===== src/rtl/bus_rx8.sv =====
// bus_rx8: receiver for the shared 8-bit tri-state data bus.
// Each accepted byte is stored in a small FIFO together with the source ID
// that drove it. The FIFO presents its head first-word-fall-through on a
// valid/ready port. Sticky flags record bytes that had to be dropped.
module bus_rx8 #(
  parameter int DEPTH = 4,
  parameter int AW    = 2
) (
  input  logic          c,
  input  logic          r,
  input  logic [7:0]    bus_d,
  input  logic          bus_e,
  input  logic [2:0]    bus_src,
  output logic          bus_rdy,
  output logic [7:0]    out_d,
  output logic [2:0]    out_src,
  output logic          out_vld,
  input  logic          out_rdy,
  output logic [AW:0]   count,
  output logic          ovf,
  output logic          err,
  input  logic          clr
);

  localparam logic [AW:0]   FULL_CNT = (AW+1)'(DEPTH);
  localparam logic [AW:0]   CNT_ONE  = (AW+1)'(1);
  localparam logic [AW-1:0] PTR_ONE  = AW'(1);

  logic [AW-1:0] wr_ptr_q, wr_ptr_d;
  logic [AW-1:0] rd_ptr_q, rd_ptr_d;
  logic [AW:0]   count_q, count_d;
  logic          ovf_q, ovf_d;
  logic          err_q, err_d;

  logic          src_ok;
  logic          wr_en;
  logic          rd_en;
  logic [10:0]   head;

  // Read-side view of every storage entry, {src, data} per slot.
  logic [DEPTH-1:0][10:0] entry_rd;

  // Handshake qualifiers: ready depends only on the fill level, never on out_rdy.
  always_comb begin
    src_ok  = (bus_src != 3'd0);
    bus_rdy = (count_q != FULL_CNT);
    out_vld = (count_q != '0);
    wr_en   = bus_e & bus_rdy & src_ok;
    rd_en   = out_vld & out_rdy;
  end

  // Next-state for pointers, fill level and sticky flags (set wins over clear).
  always_comb begin
    wr_ptr_d = wr_ptr_q;
    rd_ptr_d = rd_ptr_q;
    count_d  = count_q;
    if (wr_en) begin
      wr_ptr_d = wr_ptr_q + PTR_ONE;
    end
    if (rd_en) begin
      rd_ptr_d = rd_ptr_q + PTR_ONE;
    end
    case ({wr_en, rd_en})
      2'b10:   count_d = count_q + CNT_ONE;
      2'b01:   count_d = count_q - CNT_ONE;
      default: count_d = count_q;
    endcase
    ovf_d = (ovf_q & ~clr) | (bus_e & ~bus_rdy);
    err_d = (err_q & ~clr) | (bus_e & ~src_ok);
  end

  // Control state register with synchronous active-low reset.
  always_ff @(posedge c) begin
    if (!r) begin
      wr_ptr_q <= '0;
      rd_ptr_q <= '0;
      count_q  <= '0;
      ovf_q    <= 1'b0;
      err_q    <= 1'b0;
    end else begin
      wr_ptr_q <= wr_ptr_d;
      rd_ptr_q <= rd_ptr_d;
      count_q  <= count_d;
      ovf_q    <= ovf_d;
      err_q    <= err_d;
    end
  end

  // One storage slot per FIFO entry; contents need no reset because the
  // fill level alone decides whether a slot is visible.
  for (genvar gi = 0; gi < DEPTH; gi++) begin : g_entry
    logic [10:0] entry_q, entry_d;
    logic        hit;

    // Load the slot when the write pointer selects it.
    always_comb begin
      hit     = wr_en & r & (wr_ptr_q == AW'(gi));
      entry_d = hit ? {bus_src, bus_d} : entry_q;
    end

    // Slot register.
    always_ff @(posedge c) begin
      entry_q <= entry_d;
    end

    assign entry_rd[gi] = entry_q;
  end

  // Head presentation; zeroed while empty so stale bytes never leak out.
  always_comb begin
    head    = entry_rd[rd_ptr_q];
    out_d   = out_vld ? head[7:0]  : 8'd0;
    out_src = out_vld ? head[10:8] : 3'd0;
  end

  assign count = count_q;
  assign ovf   = ovf_q;
  assign err   = err_q;

endmodule


===== config.mk =====
export PLATFORM = sky130hd
export DESIGN_NAME = bus_rx8
export DESIGN_NICKNAME = d
export VERILOG_FILES = /design/src/rtl/bus_rx8.sv
export SDC_FILE = /design/constraint.sdc
export NUM_CORES = 1
export LEC_CHECK = 0
export ABC_AREA = 1
export BUFFER_PORTS_ARGS = -buffer_cell sky130_fd_sc_hd__buf_2
export CELL_PAD_IN_SITES_DETAIL_PLACEMENT = 1
export CELL_PAD_IN_SITES_GLOBAL_PLACEMENT = 1
export CORE_MARGIN = 2
export CORE_UTILIZATION = 35
export DETAILED_ROUTE_END_ITERATION = 16
export PLACE_DENSITY_LB_ADDON = 0.1
export SLEW_MARGIN = 10
export SYNTH_ARGS = -nofsm -noshare
export SYNTH_HDL_FRONTEND = slang
export SYNTH_SLANG_ARGS = --single-unit

===== constraint.sdc =====
create_clock -name c -period 1.9 [get_ports c]
set_input_delay 0.285 -clock c [delete_from_list [all_inputs] [get_ports c]]
set_output_delay 0.285 -clock c [all_outputs]
set_load 0.01 [all_outputs]

==> results of run 1 <==
==> synthesized netlist by cell type <==
library cell / number / area [µm²]
a21oi_1: 16 / 80.1
buf_2: 2 / 10.0
buf_4: 2 / 15.0
buf_6: 4 / 45.0
dfxtp_1: 9 / 180
edfxtp_1: 44 / 1320
fa_1: 1 / 20.0
ha_1: 5 / 62.6
inv_1: 11 / 41.3
inv_2: 7 / 26.3
nand2_1: 15 / 56.3
nand3_1: 3 / 15.0
nand3_2: 2 / 20.0
nand3_4: 1 / 17.5
nand4_1: 4 / 25.0
nor2_1: 50 / 188
nor3b_2: 4 / 50.1
o21ai_0: 5 / 25.0
o21ai_1: 20 / 100
or2_2: 1 / 6.26
==> logic make-up (layout without fill, tap and decap cells) <==
family	count (synthesis)	in the layout	share of synthesized area, %
AOI/OAI and AO/OA	41	41	8.90
and+or+nand+nor	80	80	16.4
adders and majority gates	6	6	3.58
buffers and inverters	26	78	5.97
DFF	53	53	65.1
==> flip-flops by register name, summed over array words and instances (netlist names) <==
| signal | cells |
|---|---|
| rd_ptr_q | 2 |
| g_entry.entry_q | 44 |
| err | 1 |
| count | 3 |
| ovf | 1 |
| wr_ptr_q | 2 |
==> per-layer routing <==
| layer | vias up | GRT usage, % | share of wire (%) |
|---|---|---|---|
| li1 | 805 | - | - |
| met1 | 781 | 19.3 | 43 |
| met2 | 23 | 25.8 | 54 |
| met3 | 2 | 3.60 | 3.6 |
| met4 | 0 | 3.03 | 0.20 |
| met5 | - | 0 | 0 |
==> final cells by class <==
type,instances,share of cell area [%]
clock inverter,2,1.21
timing repair buffer,52,11.1
multi-input combinational,127,24.5
inverter,18,2.70
tap,77,3.46
clock buffer,6,2.61
sequential,53,54.5
==> worst reg2reg max path, stage by stage (launching register included) <==
cell     delay [ns]
dfxtp_4        0.40
inv_2          0.05
nand3_2        0.07
nand2_2        0.07
inv_2          0.06
ha_1           0.13
inv_1          0.06
fa_2           0.34
or2_4          0.26
nand3_1        0.07
nand2_1        0.05
inv_1          0.05
nor2_1         0.03
==> final timing paths <==
path	slack [ns]	end	startpoint	cells past startpoint
max	0.17	out_src[2]	rd_ptr_q[0]	6
max reg2reg	0.18	count[2]	count[2]	12
min	0.20	g_entry[3].entry_q[1]	bus_d[1]	1
min reg2reg	0.47	err	err	2
==> timing repair <==
action,CTS,global route
resized for setup,3,12
endpoints found under the setup margin,3,6
hold endpoints to repair,0,0
==> where the power goes <==
part           switching, W  internal [W]  total (W)
combinational      0.000745      0.000459    0.00120
sequential        0.0000841       0.00137    0.00145
clock              0.000337      0.000389   0.000726
==> per-stage QoR <==
stage	instances	utilization [%]	power (W)	hold slack, ns
floorplan	206	-	0.00221	0.384
global placement	327	41.6	0.00264	0.459
detailed placement	327	41.6	0.00265	0.463
CTS	335	43.3	0.00340	0.187
global route	335	43.8	0.00364	0.181
finish	335	43.8	0.00338	0.198
==> impl_results.md, run 1 <==
- CTS H-tree lvls: 2
- RSZ-0062 raised after global routing: false
- VDD IR-drop max: 0.000491 V
- Total CTS buffers: 5
- Worst Path Max Fanout: 10
- Critical path buffers and inverters: 2
- Req. time, crit path: 1.62 ns
- WL final: 5110 µm
- Worst slew pin tran: 0.303 ns
- Total core area: 6350 µm²
- Crit. End Element: output port
- DP HPWL: 3560 µm
- Min-Delay Path Class: input port to register
- Register area share after synthesis: 65.1%
- Area Growth Syn to Fin: 20.7%
- Mapped Nets: 228
- Max Cap Viol: 0
- Worst skew pair latency: 0.29 ns
- Leakage Power: 1.10 nW
- CTS Hold Buffers Added: 0
- Place WS: -0.145 ns
- Fillers: 700
- CP cell instances: buf_4, nor2_1, nor2_1, o21ai_1, a21oi_1, buf_2
- Most used cell, CP: nor2_1
- WL/cell: 15.3 µm
- F_max: 0.577 GHz
- Final Cycle Share: 91.3%
- Synth warnings: 0
- Final Hold Vio Count: 0
- Multi-input gate area: 681 µm²
- CTS tree: done
- Critical path class: register to output port
- Final setup viols: 0
- Clock Tree Buf Depth: 2
- Routability-driven placement congestion ratio: 0.751
- CP Launch Type: register
- Cell Pwr Density: 1220 nW/µm²
- Rows: 29
- First-pass DRT Iterations: 4
- Antenna cells: 0
- Sum Neg Setup Slack: 0 ns
- Final Net Count: 279
- Initial antenna violation count: 0
- Finished Cell Area: 2780 µm²
- Number of remaining DRC errors: 0
- Cell area after placement: 2640 µm²
- Syn_area_per_cell: 11.2 µm²
- Final critical-path required period: 1.73 ns
- Post-Syn Area: 2300 µm²
- Clock sinks: 53
- Top delay family on crit path: flip-flops
- Vias: 1,611
- Commonest non-fill, non-tap cell in the layout: nor2_1
- IO Port Bufs: 33
- Initial DRC count: 21
- ANT nets after route: 0
- Tot GR Track Use: 15.0%
- Fraction of layout instances using a drive strength above 1: 31.0%
- Initial core utilization: 36.3%
- Max incr delay on CP: 0.42 ns
- Pin count of the biggest net entering global routing: 25
- Mapped Cells: 206
- Yosys reg bits: 53
- Grt ovf: 0
- Die area: 7250 µm²
- Die width: 85.1 µm
- Clock skew: 0.00273 ns
- Worst path arrival time: 1.45 ns
- Via/cell ratio: 4.81
- Final worst slack: 0.166 ns
- Yosys cell types: 20
- # IOs: 34
- Root buf cell: clkbuf_8
- Vias in the first global route: 1,598
- Post-CTS Repair Setup Buffers: 0
- First-pass GRT wire length: 8180 µm
- Slowest cell on the critical path: dfxtp_4
- Die height: 85.1 µm
- Max_slew headroom: 79.8%
- Most frequent cells in the layout: nor2_1, edfxtp_1, buf_2
- Storage cell area: 1520 µm²
- Clk slew on worst S/H paths: 0.09 ns
- Pins Over Slew Limit: 0
- Run status: finished clean
(Power assumes the default switching activity.)
==> run 2, diff against run 1 <==
--- a/config.mk
+++ b/config.mk
@@ -10,7 +10,7 @@
 export CELL_PAD_IN_SITES_DETAIL_PLACEMENT = 1
 export CELL_PAD_IN_SITES_GLOBAL_PLACEMENT = 1
 export CORE_MARGIN = 2
-export CORE_UTILIZATION = 35
+export CORE_UTILIZATION = 40
 export DETAILED_ROUTE_END_ITERATION = 16
 export PLACE_DENSITY_LB_ADDON = 0.1
 export SLEW_MARGIN = 10
==> run 2 against run 1 <==
Compared with the run above: critical path type is now register to register; hold slack got worse by 0.014 ns; maximum frequency decreased by 3.4%; register-to-register slack got worse by 0.07 ns; highest routed layer unchanged; worst setup slack worse by 0.060 ns; total power is essentially flat; die area is 12% lower; largest cell class unchanged.
==> impl_results.md, run 2 (synthesis gave the netlist of run 1 again) <==
- Run status: finished clean
- Final worst slack: 0.105 ns
- Max_slew headroom: 79.4%
- Total core area: 5540 µm²
- Clock Tree Buf Depth: 2
- R2R depth: 12
- Max reg flops: 44
- Most frequent cells in the layout: nor2_1, edfxtp_1, buf_2
- Reg-to-reg startpoint: count[1]
- Max Cap Viol: 0
- Vias: 1,613
- # IOs: 34
- Total CTS buffers: 5
- F_max: 0.557 GHz
- Finished Cell Area: 2750 µm²
- Vias in the first global route: 1,678
- Commonest non-fill, non-tap cell in the layout: nor2_1
- Cell Pwr Density: 1230 nW/µm²
- Hold Path End: g_entry[1].entry_q[6]
- Final Net Count: 277
- Pin count of the biggest net entering global routing: 25
- Top delay family on crit path: simple AND/OR/NAND/NOR gates
- Reg with most FFs: g_entry.entry_q
- Tot GR Track Use: 17.3%
- Final Hold Vio Count: 0
- Cell area after placement: 2620 µm²
- Worst path arrival time: 2.01 ns
- Reg2reg setup slack: 0.11 ns
- Fillers: 635
- Grt ovf: 0
- CTS tree: done
- ANT nets after route: 0
- Crit. End Element: register
- Die height: 79.9 µm
- Post-CTS Repair Setup Buffers: 0
- Die area: 6380 µm²
- Die width: 79.9 µm
- WL final: 5020 µm
- Pins Over Slew Limit: 0
- Initial antenna violation count: 0
- Req. time, crit path: 2.11 ns
- Antenna cells: 0
- WL/cell: 15.3 µm
- Worst Path Max Fanout: 4
- CP Launch Type: register
- Clock sinks: 53
- Slowest cell on the critical path: dfxtp_2
- Via/cell ratio: 4.92
- Clk slew on worst S/H paths: 0.09 ns
- Number of remaining DRC errors: 0
- DP HPWL: 3430 µm
- Worst hold path depth: 1
- First-pass GRT wire length: 8060 µm
- CTS H-tree lvls: 2
- CP cell instances: inv_2, nand3_2, nand2_1, inv_2, ha_1, inv_1, fa_2, or2_2, nand3_1, nand2_1, inv_1, nor2_1
- IO Port Bufs: 33
- Rows: 27
- Leakage Power: 1.09 nW
- Worst skew pair latency: 0.31 ns
- Initial DRC count: 78
- Min-delay src: bus_d[6]
- Routability-driven placement congestion ratio: 0.748
- Final Cycle Share: 94.5%
- Critical path class: register to register
- Place WS: -0.0825 ns
- Min-Delay Path Class: input port to register
- Initial core utilization: 41.6%
- First-pass DRT Iterations: 4
- Max incr delay on CP: 0.36 ns
- Worst slew pin tran: 0.308 ns
- Final critical-path required period: 1.79 ns
- RR Endpoint: count[2]
- Final setup viols: 0
- Clock skew: 0.00369 ns
- Root buf cell: clkbuf_8
- Fraction of layout instances using a drive strength above 1: 30.5%
- VDD IR-drop max: 0.000576 V
- Area Growth Syn to Fin: 19.2%
- Critical path buffers and inverters: 4
## run 2: stage by stage
step / total power (W) / TNS (ns) / cells / utilization, % / hold slack (ns)
finish: 0.00338 / 0 / 328 / 49.6 / 0.184
global route: 0.00363 / -0.00829 / 328 / 49.6 / 0.172
CTS: 0.00342 / 0 / 328 / 49.3 / 0.172
detailed placement: 0.00265 / -0.0825 / 320 / 47.3 / 0.462
global placement: 0.00262 / -0.0441 / 320 / 47.3 / 0.453
floorplan: 0.00221 / 0 / 206 / - / 0.384
## run 2: worst max-delay path by stage
stage | from | endpoint | slack [ns] | cells after the start
global placement | bus_src[1] | count[2] | -0.04 | 12
floorplan | count[1] | count[2] | 0.006 | 11
detailed placement | bus_src[1] | count[2] | -0.08 | 12
CTS | count[1] | count[2] | 0.01 | 12
finish | count[1] | count[2] | 0.11 | 12
global route | count[1] | count[2] | -0.005 | 11
## run 2: final cells by class
| cell class | count | area, µm² | area share (%) |
|---|---|---|---|
| Inverter | 18 | 70.1 | 2.55 |
| Clock buffer | 6 | 72.6 | 2.64 |
| Clock inverter | 2 | 38.8 | 1.41 |
| Multi-Input combinational cell | 127 | 668 | 24.3 |
| Sequential cell | 53 | 1510 | 55.0 |
| Timing Repair Buffer | 50 | 297 | 10.8 |
| Tap cell | 72 | 90.1 | 3.28 |
## run 2: power by group
group | switching [W] | internal, W
registers | 0.0000708 | 0.00136
clock network | 0.000369 | 0.000396
logic | 0.000735 | 0.000450
## run 2: layer usage
metal  GRT usage, %  vias up  wire length (µm)
li1               -      799                 -
met1           22.4      780              2320
met2           28.5       30              2470
met3           3.96        4               172
met4           6.10        0                53
met5              0        -                 0
## run 2: timing repair
action	4_1_cts	5_1_grt
hold buffers	0	0
gates resized for setup	1	8
endpoints found under the setup margin	1	10
gates cloned	0	0
==> run 3, diff against run 2 <==
==> constraint.sdc (replaced) <==
create_clock -name c -period 2.3 [get_ports c]
set_input_delay 0.345 -clock c [delete_from_list [all_inputs] [get_ports c]]
set_output_delay 0.345 -clock c [all_outputs]
set_load 0.01 [all_outputs]
==> run 3 against run 2 <==
Compared with the run above: global-route usage decreased by 0.19 points; non-clock buffer count decreased by 6; cell count decreased by 1.8%; maximum frequency decreased by 10%; routed wire length about the same; count of clock-buffer cells in the layout decreased by 1; worst setup slack improved by 0.19 ns; die area unchanged; critical path depth unchanged; critical path type unchanged; largest cell class unchanged.
==> impl_results.md, run 3 (synthesis gave the netlist of run 1 again) <==
- Switching power: 0.000982 W
- Vias: 1,586
- Vias in the first global route: 1,665
- Min-Delay Path Class: input port to register
- Resized cells post-CTS: 0
- Sequential share of power: 44.7%
- # IOs: 34
- Design Power: 0.00264 W
- Commonest non-fill, non-tap cell in the layout: nor2_1
- CTS H-tree lvls: 2
- Final critical-path required period: 2.00 ns
- Worst skew pair latency: 0.30 ns
- First-pass DRT Iterations: 4
- Reg with most FFs: g_entry.entry_q
- CP Launch Type: register
- CP cell instances: inv_2, nand3_2, nand2_1, inv_2, ha_1, inv_1, fa_1, or2_2, nand3_1, nand2_1, inv_1, nor2_1
- Max reg flops: 44
- Fraction of layout instances using a drive strength above 1: 27.2%
- Clock sinks: 53
- Initial DRC count: 60
- WL final: 5010 µm
- Combinational power share: 35.7%
- Top delay family on crit path: simple AND/OR/NAND/NOR gates
- Fillers: 644
- Die width: 79.9 µm
- Max Cap Viol: 0
- Root buf cell: clkbuf_8
- Worst Path Max Fanout: 5
- Die area: 6380 µm²
- Total core area: 5540 µm²
- Levels on crit path: 12
- F_max: 0.499 GHz
- RSZ-0062 raised after global routing: false
- Pin count of the biggest net entering global routing: 25
- Initial core utilization: 41.6%
- Sum Neg Setup Slack: 0 ns
- Reg2reg setup slack: 0.30 ns
- Final setup viols: 0
- CTS tree: done
- Antenna cells: 0
- Worst hold slack: 0.252 ns
- Run status: finished clean
- Clock skew: 0.00977 ns
- Most frequent cells in the layout: nor2_1, edfxtp_1, buf_2
- Worst path arrival time: 2.21 ns
- RR Endpoint: count[2]
- Total CTS buffers: 5
- Clock share of power: 19.7%
- Initial antenna violation count: 0
- Clk slew on worst S/H paths: 0.10 ns
- Min-delay src: bus_d[3]
- R2R depth: 12
- Slowest cell on the critical path: dfxtp_1
- Max incr delay on CP: 0.46 ns
- Pins Over Slew Limit: 0
- Tot GR Track Use: 17.1%
- Rows: 27
- Reg-to-reg startpoint: count[2]
- Worst slew pin tran: 0.443 ns
- Grt ovf: 0
- Die height: 79.9 µm
- ANT nets after route: 0
- VDD IR-drop max: 0.000465 V
- Number of remaining DRC errors: 0
- WL/cell: 15.6 µm
- Critical path class: register to register
- Via/cell ratio: 4.93
- Clock Tree Buf Depth: 2
- Req. time, crit path: 2.51 ns
- Max_slew headroom: 70.4%
- Final Net Count: 271
- Switching Share: 37.2%
- First-pass GRT wire length: 8180 µm
- CTS Hold Buffers Added: 0
- Crit path to: count[2]
- Internal: 0.00166 W
- DP HPWL: 3500 µm
- Final Hold Vio Count: 0
- Leakage Power: 1.05 nW
- Final Cycle Share: 87.2%
- Crit. End Element: register
- Routability-driven placement congestion ratio: 0.743
- IO Port Bufs: 33
- Cell Pwr Density: 990 nW/µm²
- Area Growth Syn to Fin: 15.6%
- Beginning of the critical path: count[2]
- Critical path buffers and inverters: 4
- Post-CTS Repair Setup Buffers: 0
## run 3: cell count changes in the layout (fill, tap and decap cells not counted), sizes merged
cell,delta
clkbuf,-1
buf,-6
bufinv,-1
clkinvlp,+1
inv,+1
## run 3: metal layers
layer | global-route usage, % | share of wire, % | vias up
met5 | 0 | 0 | -
met4 | 4.41 | 0.98 | 0
met3 | 3.96 | 3.7 | 6
met2 | 30.1 | 52 | 24
met1 | 21.2 | 44 | 766
li1 | - | - | 790
## run 3: worst min path at each step
stage | to | cells past startpoint | slack [ns]
after floorplan | g_entry[0].entry_q[0] | 0 | 0.44
after global placement | ovf | 2 | 0.45
after detailed placement | ovf | 2 | 0.46
after CTS | g_entry[1].entry_q[3] | 1 | 0.25
after global routing | g_entry[3].entry_q[0] | 1 | 0.24
final | g_entry[1].entry_q[3] | 1 | 0.25
## run 3: final cells by class
cell class	instances	area [µm²]	area share [%]
Sequential cell	53	1500	56.4
Tap cell	72	90.1	3.38
Timing Repair Buffer	44	248	9.30
Multi-Input combinational cell	127	666	25.0
Clock inverter	3	21.3	0.798
Clock buffer	5	68.8	2.58
Inverter	18	67.6	2.54
## run 3: worst register-to-register path, cell delays in order (launching register included)
cell and delay, ns:
dfxtp_1 0.46, inv_2 0.07, nand3_2 0.10, nand2_1 0.11, inv_2 0.07, ha_1 0.13, inv_1 0.06, fa_1 0.37
or2_2 0.32, nand3_1 0.08, nand2_1 0.05, inv_1 0.05, nor2_1 0.03
## run 3: power by group through the flow
stage | clock network, W | logic, W | registers, W
detailed placement | 0 | 0.000951 | 0.00120
floorplan | 0 | 0.000639 | 0.00118
finish | 0.000519 | 0.000941 | 0.00118
global placement | 0 | 0.000938 | 0.00119
global route | 0.000576 | 0.00107 | 0.00119
CTS | 0.000535 | 0.000954 | 0.00118
## run 3: metrics by stage
stage / instance area (µm²) / utilization [%] / instances / setup WS, ns
finish: 2660 / 48.1 / 322 / 0.295
global route: 2660 / 48.1 / 322 / 0.0896
CTS: 2660 / 48.1 / 322 / 0.110
detailed placement: 2570 / 46.4 / 314 / 0.183
global placement: 2570 / 46.4 / 314 / 0.244
floorplan: 2300 / - / 206 / 0.384
